===== src/rtl/cmp_track.sv =====
// cmp_track: multi-channel threshold comparator with hysteresis and a
// persistence filter. Each channel runs its own debounce FSM. There are two
// register stages (raw compare, then FSM/outputs), so results appear 2 cycles
// after the input beat.

module cmp_track_lane #(
    parameter int WIDTH   = 8,
    parameter int SIGNED  = 1,
    parameter int PERSIST = 3
) (
    input  logic             clk,
    input  logic             rst_n,
    input  logic             clear,
    input  logic             v_in,
    input  logic             v1,
    input  logic [WIDTH-1:0] x,
    input  logic [WIDTH-1:0] y,
    input  logic [WIDTH-1:0] hyst,
    output logic             hi,
    output logic             rise,
    output logic             fall,
    output logic             eq
);
    // Two guard bits keep y+hyst from wrapping in either signedness.
    localparam int EW    = WIDTH + 2;
    localparam int CNT_W = $clog2(PERSIST + 1);

    typedef enum logic [1:0] {BELOW, RISING, ABOVE, FALLING} state_t;
    typedef struct packed {
        logic up;
        logic dn;
        logic eq;
    } raw_t;

    logic              xs, ys;
    logic signed [EW-1:0] xe, ye, he, yh;
    raw_t              raw, s1;
    state_t            state, state_n;
    logic [CNT_W-1:0]  cnt, cnt_n, cnt_inc;
    logic              rise_n, fall_n;

    assign xs      = (SIGNED != 0) & x[WIDTH-1];
    assign ys      = (SIGNED != 0) & y[WIDTH-1];
    assign xe      = {{2{xs}}, x};
    assign ye      = {{2{ys}}, y};
    assign he      = {2'b00, hyst};
    assign yh      = ye + he;
    assign cnt_inc = cnt + CNT_W'(1);

    // Raw compare against the hysteresis band; the band itself is neutral.
    always_comb begin
        raw    = '0;
        raw.up = xe > yh;
        raw.dn = xe < ye;
        raw.eq = (x == y);
    end

    // Stage 1: capture raw conditions on accepted beats.
    always_ff @(posedge clk or negedge rst_n) begin
        if (!rst_n)      s1 <= '0;
        else if (clear)  s1 <= '0;
        else if (v_in)   s1 <= raw;
    end

    // Debounce FSM next state; only consumed on stage-1 valid beats.
    always_comb begin
        state_n = state;
        cnt_n   = cnt;
        rise_n  = 1'b0;
        fall_n  = 1'b0;
        case (state)
            BELOW: begin
                cnt_n = '0;
                if (s1.up) begin
                    if (PERSIST == 1) begin
                        state_n = ABOVE;
                        rise_n  = 1'b1;
                    end else begin
                        state_n = RISING;
                        cnt_n   = CNT_W'(1);
                    end
                end
            end
            RISING: begin
                if (!s1.up) begin
                    state_n = BELOW;
                    cnt_n   = '0;
                end else if (cnt_inc == CNT_W'(PERSIST)) begin
                    state_n = ABOVE;
                    rise_n  = 1'b1;
                    cnt_n   = '0;
                end else begin
                    cnt_n = cnt_inc;
                end
            end
            ABOVE: begin
                cnt_n = '0;
                if (s1.dn) begin
                    if (PERSIST == 1) begin
                        state_n = BELOW;
                        fall_n  = 1'b1;
                    end else begin
                        state_n = FALLING;
                        cnt_n   = CNT_W'(1);
                    end
                end
            end
            FALLING: begin
                if (!s1.dn) begin
                    state_n = ABOVE;
                    cnt_n   = '0;
                end else if (cnt_inc == CNT_W'(PERSIST)) begin
                    state_n = BELOW;
                    fall_n  = 1'b1;
                    cnt_n   = '0;
                end else begin
                    cnt_n = cnt_inc;
                end
            end
            default: begin
                state_n = BELOW;
                cnt_n   = '0;
            end
        endcase
    end

    // Stage 2: state/count advance on valid beats; pulses last one cycle.
    always_ff @(posedge clk or negedge rst_n) begin
        if (!rst_n) begin
            state <= BELOW;
            cnt   <= '0;
            hi    <= 1'b0;
            rise  <= 1'b0;
            fall  <= 1'b0;
            eq    <= 1'b0;
        end else if (clear) begin
            state <= BELOW;
            cnt   <= '0;
            hi    <= 1'b0;
            rise  <= 1'b0;
            fall  <= 1'b0;
            eq    <= 1'b0;
        end else begin
            rise <= v1 & rise_n;
            fall <= v1 & fall_n;
            if (v1) begin
                state <= state_n;
                cnt   <= cnt_n;
                hi    <= (state_n == ABOVE) || (state_n == FALLING);
                eq    <= s1.eq;
            end
        end
    end
endmodule

module cmp_track #(
    parameter int WIDTH   = 8,
    parameter int CH      = 4,
    parameter int SIGNED  = 1,
    parameter int PERSIST = 3
) (
    input  logic                clk,
    input  logic                rst_n,
    input  logic                clear,
    input  logic                in_valid,
    input  logic [CH*WIDTH-1:0] x,
    input  logic [CH*WIDTH-1:0] y,
    input  logic [WIDTH-1:0]    hyst,
    output logic                out_valid,
    output logic [CH-1:0]       hi,
    output logic [CH-1:0]       rise,
    output logic [CH-1:0]       fall,
    output logic [CH-1:0]       eq
);
    // vld_pipe[0] marks stage-1 data, vld_pipe[STAGES] is the output stage.
    localparam int STAGES = 1;

    logic [STAGES:0] vld_pipe;

    // Valid shift register; clear drops everything in flight and the new beat.
    always_ff @(posedge clk or negedge rst_n) begin
        if (!rst_n)      vld_pipe <= '0;
        else if (clear)  vld_pipe <= '0;
        else             vld_pipe <= {vld_pipe[STAGES-1:0], in_valid};
    end

    assign out_valid = vld_pipe[STAGES];

    for (genvar gi = 0; gi < CH; gi++) begin : g_lane
        cmp_track_lane #(
            .WIDTH  (WIDTH),
            .SIGNED (SIGNED),
            .PERSIST(PERSIST)
        ) u_lane (
            .clk  (clk),
            .rst_n(rst_n),
            .clear(clear),
            .v_in (in_valid),
            .v1   (vld_pipe[0]),
            .x    (x[gi*WIDTH +: WIDTH]),
            .y    (y[gi*WIDTH +: WIDTH]),
            .hyst (hyst),
            .hi   (hi[gi]),
            .rise (rise[gi]),
            .fall (fall[gi]),
            .eq   (eq[gi])
        );
    end
endmodule


===== config.mk =====
export PLATFORM = sky130hd
export DESIGN_NAME = cmp_track
export DESIGN_NICKNAME = d
export VERILOG_FILES = /design/src/rtl/cmp_track.sv
export SDC_FILE = /design/constraint.sdc
export NUM_CORES = 1
export LEC_CHECK = 0
export BUFFER_PORTS_ARGS = -buffer_cell sky130_fd_sc_hd__clkbuf_2
export CORE_ASPECT_RATIO = 1.2
export CORE_MARGIN = 2
export CORE_UTILIZATION = 55
export DETAILED_ROUTE_END_ITERATION = 8
export MAX_ROUTING_LAYER = met4
export PLACE_DENSITY = 0.79
export SLEW_MARGIN = 20
export SYNTH_ARGS = -nofsm -noshare
export SYNTH_HDL_FRONTEND = slang
export SYNTH_SLANG_ARGS = --single-unit

===== constraint.sdc =====
create_clock -name clk -period 1.3 [get_ports clk]
set_input_delay 0.26 -clock clk [delete_from_list [all_inputs] [get_ports clk]]
set_output_delay 0.26 -clock clk [all_outputs]
set_load 0.02 [all_outputs]

==> impl_metrics.env, run 1 <==
export IMPL_die_area_sq_um=10000
export IMPL_detailed_place_hpwl_um=12100
export IMPL_max_slew_worst_pin_slew_ps=416
export IMPL_diode_insertion_count_for_antenna_repair=0
export IMPL_grtUsageTotal_pct=33.0
export IMPL_rsz_0062_raised_after_global_routing="true"
export IMPL_finalSetupTns_ps=-5240
export IMPL_max_slew_headroom_at_the_worst_pin_pct=72.2
export IMPL_yosys_cell_count_top_type="sky130_fd_sc_hd__ha_1"
export IMPL_clk_root_buffer_cell="sky130_fd_sc_hd__clkbuf_8"
export IMPL_r2r_worst_path_cells=5
export IMPL_via_count=5700
export IMPL_drv_slew=0
export IMPL_post_drt_wl_per_cell_um=19.1
export IMPL_clk_insertion_delay_late_ps=300
export IMPL_seq_area_frac_synth_pct=22.6
export IMPL_worst_r2r_endpoint="g_lane[1].u_lane.hi"
export IMPL_relative_area_change_from_synthesis_to_final_layout_pct=43.5
export IMPL_synth_edff_count=0
export IMPL_grt_ovfl_total=0
export IMPL_max_cap_viol_count=0
export IMPL_run_status="complete, but fails checks"
export IMPL_starting_drt_drc_count=258
export IMPL_synth_top_flop_cell="sky130_fd_sc_hd__dfrtp_1"
export IMPL_initial_standard_cell_utilization_of_the_core_pct=56.3
export IMPL_post_drt_via_cell_ratio=6.07
export IMPL_grt_antenna_before_repair=0
export IMPL_max_freq_ghz=0.364
export IMPL_syn_num_nets=780
export IMPL_power_density_nw_per_um2=717
export IMPL_vdd_drop_max_mv=0.402
export IMPL_dp_slack_ps=-1700
export IMPL_fp_dieH_um=109
export IMPL_violations="negative setup slack"
export IMPL_startpoint_type="primary input"
export IMPL_core_rowCount=38
export IMPL_min_period_over_period_pct=211
export IMPL_reg2reg_setup_slack_ps=30
export IMPL_multiplexer_share_of_the_synthesized_area_pct=1.60
export IMPL_n_fill_cell=531
export IMPL_gp_congestion=0.926
export IMPL_wire_length_of_the_first_global_routing_pass_um=25900
export IMPL_synth_top_cell_area_share_pct=26.6
export IMPL_synth_simple_gate_area_share_pct=15.6
export IMPL_yosys_area_share_adder_pct=28.1
export IMPL_post_synth_top_area_cell="sky130_fd_sc_hd__ha_1"
export IMPL_route_detailed_drc=0
export IMPL_yosys_top_cells_area="sky130_fd_sc_hd__ha_1 27%, sky130_fd_sc_hd__dfrtp_1 23%, sky130_fd_sc_hd__a21oi_1 5.2%"
export IMPL_min_delay_path_class="in -> reg"
export IMPL_number_of_warning_messages_in_the_yosys_log=0
export IMPL_synth_seq_cells=46
export IMPL_final_min_clock_period_ps=2750
export IMPL_pin_count=93
export IMPL_cp_end_kind="register"
export IMPL_critPathKind="in -> reg"
export IMPL_die_w_um=91.8
export IMPL_numPortBuffers=92
export IMPL_first_global_vias=5746
export IMPL_drt_pass1_iter_count=5
export IMPL_ant_nets=0
export IMPL_grt_max_degree=47
export IMPL_power_leakage_nw=3.69
export IMPL_critical_path_reg2reg_startpoint="g_lane[1].u_lane.cnt[0]"
export IMPL_synthesis_area_sq_um=5090
export IMPL_synth_top_family_by_area="adder cells"
export IMPL_share_of_final_layout_standard_cells_stronger_than_drive_strength_1_pct=41.6
export IMPL_share_of_async_settable_or_async_resettable_flops_after_synthesis_pct=100
export IMPL_core_area_sq_um=9030
export IMPL_synth_commonest_cells="108 x sky130_fd_sc_hd__ha_1, 56 x sky130_fd_sc_hd__inv_1, 55 x sky130_fd_sc_hd__nor2_1"
export IMPL_synth_cell_type_count=44
export IMPL_timing_clock_skew_ps=5.71
export IMPL_post_synth_xor_area_fraction_pct=5.51
export IMPL_syn_inst=592
export IMPL_worst_endpoint_required_ps=1500
export IMPL_finalWirelength_um=17900
export IMPL_clkSlewWorstSetupHoldPaths_ps=90
export IMPL_finalPower_mw=5.23
export IMPL_h_tree_depth=2
export IMPL_min_hold_slack_ps=333
export IMPL_whs_path_depth=3
export IMPL_setup_viol_count_final=6
export IMPL_final_nets=1006
export IMPL_final_hold_violation_count=0
export IMPL_wp_data_arrival_ps=2940
export IMPL_worstHoldEndpoint="g_lane[0].u_lane.hi"
export IMPL_cts_buffer_depth=2
export IMPL_number_of_sinks_on_the_clock_net=46
export IMPL_synth_compound_gate_area_share_pct=19.2
export IMPL_timing_final_ws_setup_ps=-1450
export IMPL_cp_max_fo=3
export IMPL_min_delay_start="clear"
export IMPL_synth_area_per_cell_sq_um=8.59
export IMPL_cts_made_buffers=5
export IMPL_clock_tree_from_tritoncts="yes"
power breakdown:
group	switching (mW)	leakage [nW]	internal, mW
combinational	1.43	3.02	1.37
sequential	0.0531	0.632	1.48
clock	0.529	0.0441	0.379
total	2.01	3.69	3.22
state kept, by name, indices dropped and copies added (netlist names):
register and flops:
g_lane.u_lane.cnt 8, g_lane.u_lane.eq 4, g_lane.u_lane.fall 4, g_lane.u_lane.hi 4
g_lane.u_lane.rise 4, g_lane.u_lane.s1 12, g_lane.u_lane.state 8, vld_pipe 2
worst max-delay path, stage by stage:
cell                       delay [ps]
sky130_fd_sc_hd__clkbuf_2         130
sky130_fd_sc_hd__buf_6            140
sky130_fd_sc_hd__ha_1             280
sky130_fd_sc_hd__a21oi_1          210
sky130_fd_sc_hd__o21ai_1          120
sky130_fd_sc_hd__a21oi_1          230
sky130_fd_sc_hd__o21ai_1          150
sky130_fd_sc_hd__xor2_1           180
sky130_fd_sc_hd__ha_1             330
sky130_fd_sc_hd__nand4_1          150
sky130_fd_sc_hd__nor3_2           200
sky130_fd_sc_hd__a21oi_2           80
sky130_fd_sc_hd__or2_0            210
sky130_fd_sc_hd__a32o_1           260
cell families (layout without fill, tap and decap cells):
logic type,count (synthesis),in the layout
xor gates and xnor gates,32,32
and+or+nand+nor,162,162
adders and majority gates,112,112
buffers and inverters,82,309
AOI/OAI and AO/OA,150,150
DFF,46,46
muxes,8,8
placed cells by master, fill, tap and decap left out, types with 3 or more instances in the layout:
master and count:
sky130_fd_sc_hd__nor3_2 6, sky130_fd_sc_hd__nor2b_1 6, sky130_fd_sc_hd__nand2_1 33, sky130_fd_sc_hd__nor3_1 9
sky130_fd_sc_hd__mux2i_1 7, sky130_fd_sc_hd__nand2b_1 12, sky130_fd_sc_hd__and3b_2 3, sky130_fd_sc_hd__clkbuf_8 8
sky130_fd_sc_hd__nand3_1 6, sky130_fd_sc_hd__o21a_1 9, sky130_fd_sc_hd__o21ai_1 5, sky130_fd_sc_hd__fa_2 4
sky130_fd_sc_hd__o31ai_1 5, sky130_fd_sc_hd__clkbuf_2 81, sky130_fd_sc_hd__o41ai_2 3, sky130_fd_sc_hd__a21oi_2 16
sky130_fd_sc_hd__nor2_2 3, sky130_fd_sc_hd__o21bai_1 5, sky130_fd_sc_hd__a21o_1 13, sky130_fd_sc_hd__inv_1 47
sky130_fd_sc_hd__o21ai_0 17, sky130_fd_sc_hd__a32o_1 4, sky130_fd_sc_hd__buf_4 146, sky130_fd_sc_hd__nor2b_2 3
sky130_fd_sc_hd__ha_4 14, sky130_fd_sc_hd__nand4_1 15, sky130_fd_sc_hd__inv_2 10, sky130_fd_sc_hd__a311o_1 3
sky130_fd_sc_hd__a31oi_1 7, sky130_fd_sc_hd__xor2_1 15, sky130_fd_sc_hd__a22o_1 5, sky130_fd_sc_hd__ha_1 92
sky130_fd_sc_hd__nor2_1 52, sky130_fd_sc_hd__xnor2_1 16, sky130_fd_sc_hd__a211oi_2 3, sky130_fd_sc_hd__dfrtp_1 46
sky130_fd_sc_hd__a21oi_1 36, sky130_fd_sc_hd__o21ai_2 7, sky130_fd_sc_hd__buf_6 5
layout make-up:
type                       instances  area (sq um)  share of cell area (%)
multi-input combinational        464          3990                    54.6
clock inverter                     3          21.3                   0.291
clock buffer                       5          68.8                   0.943
inverter                          59           229                    3.14
sequential                        46          1150                    15.8
timing repair buffer             242          1690                    23.2
tap                              120           150                    2.06
how the worst max path moves through the flow:
| stage | slack [ps] | cells after the start | to | from |
|---|---|---|---|---|
| after global placement | -1490 | 15 | g_lane[1].u_lane.s1[2] | hyst[0] |
| after global routing | -1530 | 15 | g_lane[1].u_lane.s1[2] | hyst[0] |
| after CTS | -1360 | 15 | g_lane[1].u_lane.s1[2] | hyst[0] |
| after floorplan | -1210 | 14 | g_lane[1].u_lane.s1[2] | y[8] |
| final | -1450 | 14 | g_lane[1].u_lane.s1[2] | hyst[1] |
| after detailed placement | -1700 | 15 | g_lane[1].u_lane.s1[2] | hyst[0] |
through the flow:
stage	area, sq um	utilization [%]	cells
2_1_floorplan	5130	-	592
3_3_place_gp	6640	73.5	919
3_5_place_dp	6640	73.5	919
4_1_cts	7010	77.6	932
5_1_grt	7300	80.8	939
6_report	7300	80.8	939
per-layer routing:
layer	part of all wire, %	vias up	GRT usage (%)	wire [um]
li1	-	2547	-	-
met1	35	2735	33.9	6340
met2	51	293	61.3	9200
met3	5.8	125	4.32	1030
met4	7.4	0	17.9	1330
met5	0	-	-	0
timing repair:
| action | CTS | global route |
|---|---|---|
| pin swaps | 37 | 47 |
| endpoints found under the hold margin | 46 | 0 |
| resized for setup | 49 | 58 |
| setup endpoints to repair | 9 | 21 |
| hold buffers | 1 | 0 |
| buffers inserted | 4 | 8 |
No activity file was read; power rests on OpenSTA's default activity.
==> run 2, diff against run 1 <==
- BUFFER_PORTS_ARGS: -buffer_cell sky130_fd_sc_hd__clkbuf_2 -> unset
- DONT_BUFFER_PORTS: unset -> 1
- PLACE_DENSITY: 0.79 -> 0.7
==> run 2 against run 1 <==
Compared with the run above: the flow finishes with violations (negative hold slack, negative setup slack); via count down 22%; non-clock buffer count shrank 156; clock-buffer cell count is 1 higher; register-to-register slack better by 30 ps; cell count fell by 17%; critical path type unchanged; largest power group unchanged.
==> impl_metrics.env, run 2 (same netlist as run 1, synthesis figures left out) <==
export IMPL_die_area_sq_um=10000
export IMPL_run_status="complete, but fails checks"
export IMPL_flip_flop_count_of_the_largest_register_all_copies_and_words_added=12
export IMPL_core_area_sq_um=9030
export IMPL_clock_tree_from_tritoncts="yes"
export IMPL_clkSlewWorstSetupHoldPaths_ps=90
export IMPL_ant_nets=0
export IMPL_gp_congestion=0.946
export IMPL_relative_area_change_from_synthesis_to_final_layout_pct=17.9
export IMPL_power_density_nw_per_um2=761
export IMPL_cp_max_fo=5
export IMPL_startpoint_type="primary input"
export IMPL_via_count=4448
export IMPL_max_freq_ghz=0.434
export IMPL_cts_made_buffers=5
export IMPL_setup_viol_count_final=4
export IMPL_cts_buffer_depth=2
export IMPL_pin_count=93
export IMPL_first_global_vias=4650
export IMPL_r2r_worst_path_cells=5
export IMPL_timing_final_ws_setup_ps=-1010
export IMPL_final_nets=850
export IMPL_grt_ovfl_total=0
export IMPL_post_drt_wl_per_cell_um=16.3
export IMPL_max_slew_headroom_at_the_worst_pin_pct=67.0
export IMPL_timing_clock_skew_ps=5.50
export IMPL_worst_r2r_endpoint="g_lane[3].u_lane.hi"
export IMPL_drv_slew=0
export IMPL_final_min_clock_period_ps=2310
export IMPL_layout_cells_most_common_list="105 x sky130_fd_sc_hd__ha_1, 84 x sky130_fd_sc_hd__buf_4, 54 x sky130_fd_sc_hd__inv_1, 52 x sky130_fd_sc_hd__nor2_1, 46 x sky130_fd_sc_hd__a21oi_1"
export IMPL_final_hold_violation_count=46
export IMPL_clk_insertion_delay_late_ps=300
export IMPL_most_common_library_cell_in_the_layout_ignoring_fill_and_taps="sky130_fd_sc_hd__ha_1"
export IMPL_fp_dieH_um=109
export IMPL_postLayoutCellArea_sq_um=6000
export IMPL_route_detailed_drc=0
export IMPL_max_slew_worst_pin_slew_ps=495
export IMPL_finalSetupTns_ps=-3840
export IMPL_initial_standard_cell_utilization_of_the_core_pct=56.3
export IMPL_post_drt_via_cell_ratio=5.69
export IMPL_clk_root_buffer_cell="sky130_fd_sc_hd__clkbuf_8"
export IMPL_share_of_final_layout_standard_cells_stronger_than_drive_strength_1_pct=21.0
export IMPL_n_fill_cell=762
export IMPL_largest_register="g_lane.u_lane.s1"
export IMPL_min_delay_path_class="in -> async"
export IMPL_violations="negative hold slack, negative setup slack"
export IMPL_diode_insertion_count_for_antenna_repair=0
export IMPL_grtUsageTotal_pct=26.5
export IMPL_drt_pass1_iter_count=4
export IMPL_die_w_um=91.8
export IMPL_critical_path_origin="hyst[1]"
export IMPL_critical_path_slowest_cell="sky130_fd_sc_hd__fa_2"
export IMPL_min_period_over_period_pct=177
export IMPL_area_after_dpl_sq_um=5690
export IMPL_finalPower_mw=4.57
export IMPL_cp_endpoint="g_lane[3].u_lane.s1[2]"
export IMPL_core_rowCount=38
export IMPL_critPathKind="in -> reg"
export IMPL_rsz_0062_raised_after_global_routing="true"
export IMPL_numPortBuffers=0
export IMPL_grt_max_degree=47
export IMPL_finalWirelength_um=12800
export IMPL_crit_path_cell_trace="inv_1, buf_4, fa_2, nor2b_1, o21ai_1, a21oi_2, o41ai_2, xnor2_1, ha_1, and4_1, o31ai_2, a21o_1, a32o_1"
export IMPL_critical_path_reg2reg_startpoint="g_lane[3].u_lane.cnt[0]"
export IMPL_grt_antenna_before_repair=0
export IMPL_worst_endpoint_required_ps=1490
export IMPL_detailed_place_hpwl_um=10600
export IMPL_number_of_sinks_on_the_clock_net=46
export IMPL_min_hold_slack_ps=-350
export IMPL_h_tree_depth=2
export IMPL_wp_data_arrival_ps=2490
export IMPL_power_leakage_nw=2.96
export IMPL_wire_length_of_the_first_global_routing_pass_um=20600
export IMPL_max_cap_viol_count=0
export IMPL_area_of_the_multi_input_gates_sq_um=3710
export IMPL_vdd_drop_max_mv=0.553
export IMPL_reg2reg_setup_slack_ps=60
export IMPL_ff_latch_area_sq_um=1150
export IMPL_starting_drt_drc_count=166
export IMPL_cp_end_kind="register"
export IMPL_layout_top_registers="g_lane.u_lane.s1 (12), g_lane.u_lane.cnt (8), g_lane.u_lane.state (8)"
export IMPL_timing_critical_path_slowest_cell_delay_ps=350
==> run 2: cell types whose count changed in the layout (fill, tap and decap cells not counted), moves of 4 or more <==
| cell | before | now |
|---|---|---|
| sky130_fd_sc_hd__clkbuf_2 | 81 | 0 |
| sky130_fd_sc_hd__buf_4 | 146 | 84 |
| sky130_fd_sc_hd__ha_1 | 92 | 105 |
| sky130_fd_sc_hd__ha_4 | 14 | 3 |
| sky130_fd_sc_hd__a21oi_1 | 36 | 46 |
| sky130_fd_sc_hd__a21oi_2 | 16 | 7 |
| sky130_fd_sc_hd__inv_1 | 47 | 54 |
| sky130_fd_sc_hd__inv_2 | 10 | 5 |
| sky130_fd_sc_hd__nor2b_1 | 6 | 11 |
| sky130_fd_sc_hd__buf_6 | 5 | 1 |
| sky130_fd_sc_hd__o21ai_1 | 5 | 9 |
| sky130_fd_sc_hd__o21ai_2 | 7 | 3 |
==> run 2: where the power goes <==
group,total [mW],internal [mW],switching (mW)
Clock,1.09,0.615,0.471
Sequential,1.54,1.48,0.0619
Combinational,1.94,0.994,0.945
==> run 2: area by class of cell <==
cell class / instances / area share [%]
clock inverter: 1 / 0.501
sequential: 46 / 19.2
multi-input combinational: 464 / 61.8
inverter: 59 / 3.69
clock buffer: 6 / 1.38
timing repair buffer: 86 / 10.9
tap: 120 / 2.50
==> run 2: how the worst min path moves through the flow <==
stage / startpoint / to / slack [ps] / cells after the start
2_1_floorplan: rst_n / g_lane[0].u_lane.cnt[0] / -40 / 0
3_5_place_dp: rst_n / g_lane[3].u_lane.rise / -30 / 0
5_1_grt: rst_n / g_lane[0].u_lane.eq / -370 / 0
6_report: rst_n / vld_pipe[0] / -350 / 0
4_1_cts: rst_n / g_lane[1].u_lane.cnt[1] / -360 / 0
3_3_place_gp: rst_n / g_lane[3].u_lane.cnt[0] / -30 / 0
==> run 2: repair_timing <==
action | 4_1_cts | 5_1_grt
endpoints found under the hold margin | 46 | 48
setup buffers | 1 | 9
setup endpoints to repair | 6 | 16
pin swaps | 3 | 10
resized for setup | 8 | 21
==> run 2: worst max-delay path: cells and delay by family <==
kind                     cells  cell delay, ps
AO/OA/AOI/OAI                6             850
adder cells (fa/ha/maj)      2             650
buffers and inverters        2             260
AND/OR/NAND/NOR              2             320
XOR/XNOR                     1             130
==> run 2: through the flow <==
stage / util [%] / setup WS (ps) / hold slack, ps / cells
6_report: 66.4 / -1010 / -350 / 782
5_1_grt: 66.4 / -1210 / -373 / 782
4_1_cts: 64.6 / -1030 / -361 / 772
3_5_place_dp: 63.0 / -1370 / -34.5 / 764
3_3_place_gp: 63.0 / -1310 / -34.7 / 764
2_1_floorplan: - / -1210 / -35.6 / 592
==> run 2: metal layers <==
metal | GRT usage, % | share of wire [%] | vias to the layer above
met5 | - | 0 | -
met4 | 8.42 | 2.9 | 0
met3 | 5.89 | 6.3 | 25
met2 | 49.0 | 51 | 110
li1 | - | - | 2229
met1 | 28.3 | 40 | 2084
==> run 3, diff against run 2 <==
- CTS_BUF_LIST: unset -> sky130_fd_sc_hd__clkbuf_16
==> run 3 against run 2 <==
Compared with the run above: the run still ends with negative hold slack, negative setup slack left; highest routed layer unchanged; sequential cell count stayed put; combinational power about the same; sequential power about the same; largest power group unchanged.
==> impl_metrics.env, run 3 (same netlist as run 1, synthesis figures left out) <==
export IMPL_run_status="complete, but fails checks"
export IMPL_violations="negative hold slack, negative setup slack"
export IMPL_crit_path_cell_trace="inv_1, buf_4, fa_2, nor2b_1, o21ai_1, a21oi_2, o41ai_2, xnor2_1, ha_1, and4_1, o31ai_2, a21o_1, a32o_1"
export IMPL_vdd_drop_max_mv=0.802
export IMPL_drt_pass1_iter_count=4
export IMPL_critical_path_top_delay_family="compound AO/OA/AOI/OAI gates"
export IMPL_grt_use_met3_pct=5.89
export IMPL_cp_end_kind="register"
export IMPL_grt_use_met1_pct=28.3
export IMPL_cp_max_fo=5
export IMPL_clk_root_buffer_cell="sky130_fd_sc_hd__clkbuf_16"
export IMPL_min_delay_path_class="in -> async"
export IMPL_timing_final_ws_setup_ps=-1030
export IMPL_number_of_sinks_on_the_clock_net=46
export IMPL_power_leakage_nw=2.96
export IMPL_flip_flop_count_of_the_largest_register_all_copies_and_words_added=12
export IMPL_cts_buffer_depth=2
export IMPL_via_count=4421
export IMPL_rsz_0062_raised_after_global_routing="true"
export IMPL_wire_length_of_the_first_global_routing_pass_um=20600
export IMPL_r2r_worst_path_cells=5
export IMPL_pin_count=93
export IMPL_crit_buf_inv=2
export IMPL_ant_nets=0
export IMPL_final_nets=846
export IMPL_gp_congestion=0.946
export IMPL_n_fill_cell=766
export IMPL_final_hold_violation_count=46
export IMPL_grt_antenna_before_repair=0
export IMPL_core_area_sq_um=9030
export IMPL_first_global_vias=4656
export IMPL_fp_dieH_um=109
export IMPL_timing_clock_skew_ps=6.13
export IMPL_post_drt_via_cell_ratio=5.68
export IMPL_grt_ovfl_total=0
export IMPL_timing_critical_path_slowest_cell_delay_ps=350
export IMPL_grt_max_degree=47
export IMPL_critPathKind="in -> reg"
export IMPL_max_slew_headroom_at_the_worst_pin_pct=67.1
export IMPL_share_of_final_layout_standard_cells_stronger_than_drive_strength_1_pct=20.5
export IMPL_layout_cells_most_common_list="105 x sky130_fd_sc_hd__ha_1, 80 x sky130_fd_sc_hd__buf_4, 53 x sky130_fd_sc_hd__inv_1, 52 x sky130_fd_sc_hd__nor2_1, 47 x sky130_fd_sc_hd__a21oi_1"
export IMPL_numPortBuffers=0
export IMPL_finalSetupTns_ps=-3920
export IMPL_cts_made_buffers=5
export IMPL_dp_slack_ps=-1370
export IMPL_min_period_over_period_pct=179
export IMPL_relative_area_change_from_synthesis_to_final_layout_pct=18.3
export IMPL_path_depth=13
export IMPL_starting_drt_drc_count=168
export IMPL_drv_slew=0
export IMPL_clkSlewWorstSetupHoldPaths_ps=60
export IMPL_route_detailed_drc=0
export IMPL_clk_insertion_delay_late_ps=280
export IMPL_grtUsageTotal_pct=26.5
export IMPL_worst_endpoint_required_ps=1470
export IMPL_max_freq_ghz=0.430
export IMPL_critical_path_slowest_cell="sky130_fd_sc_hd__fa_2"
export IMPL_startpoint_type="primary input"
export IMPL_final_min_clock_period_ps=2330
export IMPL_wp_data_arrival_ps=2500
export IMPL_core_rowCount=38
export IMPL_post_drt_wl_per_cell_um=16.4
export IMPL_largest_register="g_lane.u_lane.s1"
export IMPL_initial_standard_cell_utilization_of_the_core_pct=56.3
export IMPL_detailed_place_hpwl_um=10600
export IMPL_h_tree_depth=2
export IMPL_max_slew_worst_pin_slew_ps=493
export IMPL_most_common_library_cell_in_the_layout_ignoring_fill_and_taps="sky130_fd_sc_hd__ha_1"
export IMPL_layout_top_registers="g_lane.u_lane.s1 (12), g_lane.u_lane.cnt (8), g_lane.u_lane.state (8)"
export IMPL_grtUsageMet2_pct=49.2
export IMPL_die_w_um=91.8
export IMPL_globalRoute_busiestLayer="met2"
export IMPL_setup_viol_count_final=4
export IMPL_die_area_sq_um=10000
export IMPL_power_density_nw_per_um2=810
export IMPL_max_cap_viol_count=0
export IMPL_diode_insertion_count_for_antenna_repair=0
export IMPL_min_hold_slack_ps=-328
export IMPL_layout_core_utilization_pct=66.6
export IMPL_finalWirelength_um=12700
export IMPL_clock_tree_from_tritoncts="yes"
## run 3: cell count changes in the layout (fill, tap and decap cells not counted)
cell | before | now
sky130_fd_sc_hd__a211oi_1 | 3 | 2
sky130_fd_sc_hd__a211oi_2 | 2 | 3
sky130_fd_sc_hd__a21oi_1 | 46 | 47
sky130_fd_sc_hd__a21oi_2 | 7 | 6
sky130_fd_sc_hd__buf_4 | 84 | 80
sky130_fd_sc_hd__buf_6 | 1 | 2
sky130_fd_sc_hd__clkbuf_16 | 0 | 5
sky130_fd_sc_hd__clkbuf_8 | 6 | 0
sky130_fd_sc_hd__clkinv_1 | 0 | 1
sky130_fd_sc_hd__clkinvlp_4 | 0 | 1
sky130_fd_sc_hd__dlygate4sd3_1 | 1 | 0
sky130_fd_sc_hd__inv_1 | 54 | 53
sky130_fd_sc_hd__nand2_1 | 31 | 32
sky130_fd_sc_hd__nand2_2 | 3 | 2
## run 3: layout make-up
cell class	count	area, sq um	share of cell area [%]
Multi-Input combinational cell	464	3710	61.6
Sequential cell	46	1150	19.2
Timing Repair Buffer	82	623	10.4
Inverter	59	225	3.74
Tap cell	120	150	2.50
Clock buffer	5	125	2.08
Clock inverter	2	33.8	0.562
## run 3: worst reg2reg max path: cells and delay by family, from the launching register on
family	cells	cell delay (ps)
AND/OR/NAND/NOR	3	460
flip-flops	1	390
AO/OA/AOI/OAI	2	320
## run 3: worst paths after layout
check / end / slack, ps / startpoint
worst max-delay path: g_lane[3].u_lane.s1[2] / -1030 / hyst[1]
max in group asynchronous: g_lane[0].u_lane.fall / 1540 / rst_n
worst min register to register: g_lane[0].u_lane.state[0] / 520 / g_lane[0].u_lane.state[0]
worst min-delay path: g_lane[1].u_lane.state[0] / -330 / rst_n
worst max register to register: g_lane[3].u_lane.hi / 30 / g_lane[3].u_lane.cnt[0]
min in group clk: g_lane[2].u_lane.cnt[0] / 40 / clear
## run 3: where the power goes
group | leakage [nW] | total, mW | internal [mW] | switching, mW
clock network | 0.0773 | 1.39 | 0.889 | 0.505
logic | 2.25 | 1.94 | 0.992 | 0.946
registers | 0.631 | 1.54 | 1.48 | 0.0605
## run 3: timing repair
item / CTS / global route
buffers inserted: 1 / 6
setup endpoints to repair: 6 / 17
pin swaps: 3 / 9
resized for setup: 9 / 21
endpoints found under the hold margin: 46 / 46
## run 3: through the flow
stage	hold WS [ps]	total power [mW]	std cells	area [sq um]
final	-328	4.87	778	6020
after global routing	-344	5.20	778	6020
after CTS	-334	4.87	772	5890
after detailed placement	-34.5	3.46	764	5690
after global placement	-34.7	3.38	764	5690
after floorplan	-35.6	2.86	592	5130
## run 3: layer usage
layer  up-vias  wire length [um]  share of wire [%]
li1       2217                 -                  -
met2       113              6530                 51
met3        24               825                6.5
met4         0               343                2.7
met5         -                 0                  0
met1      2067              5030                 40
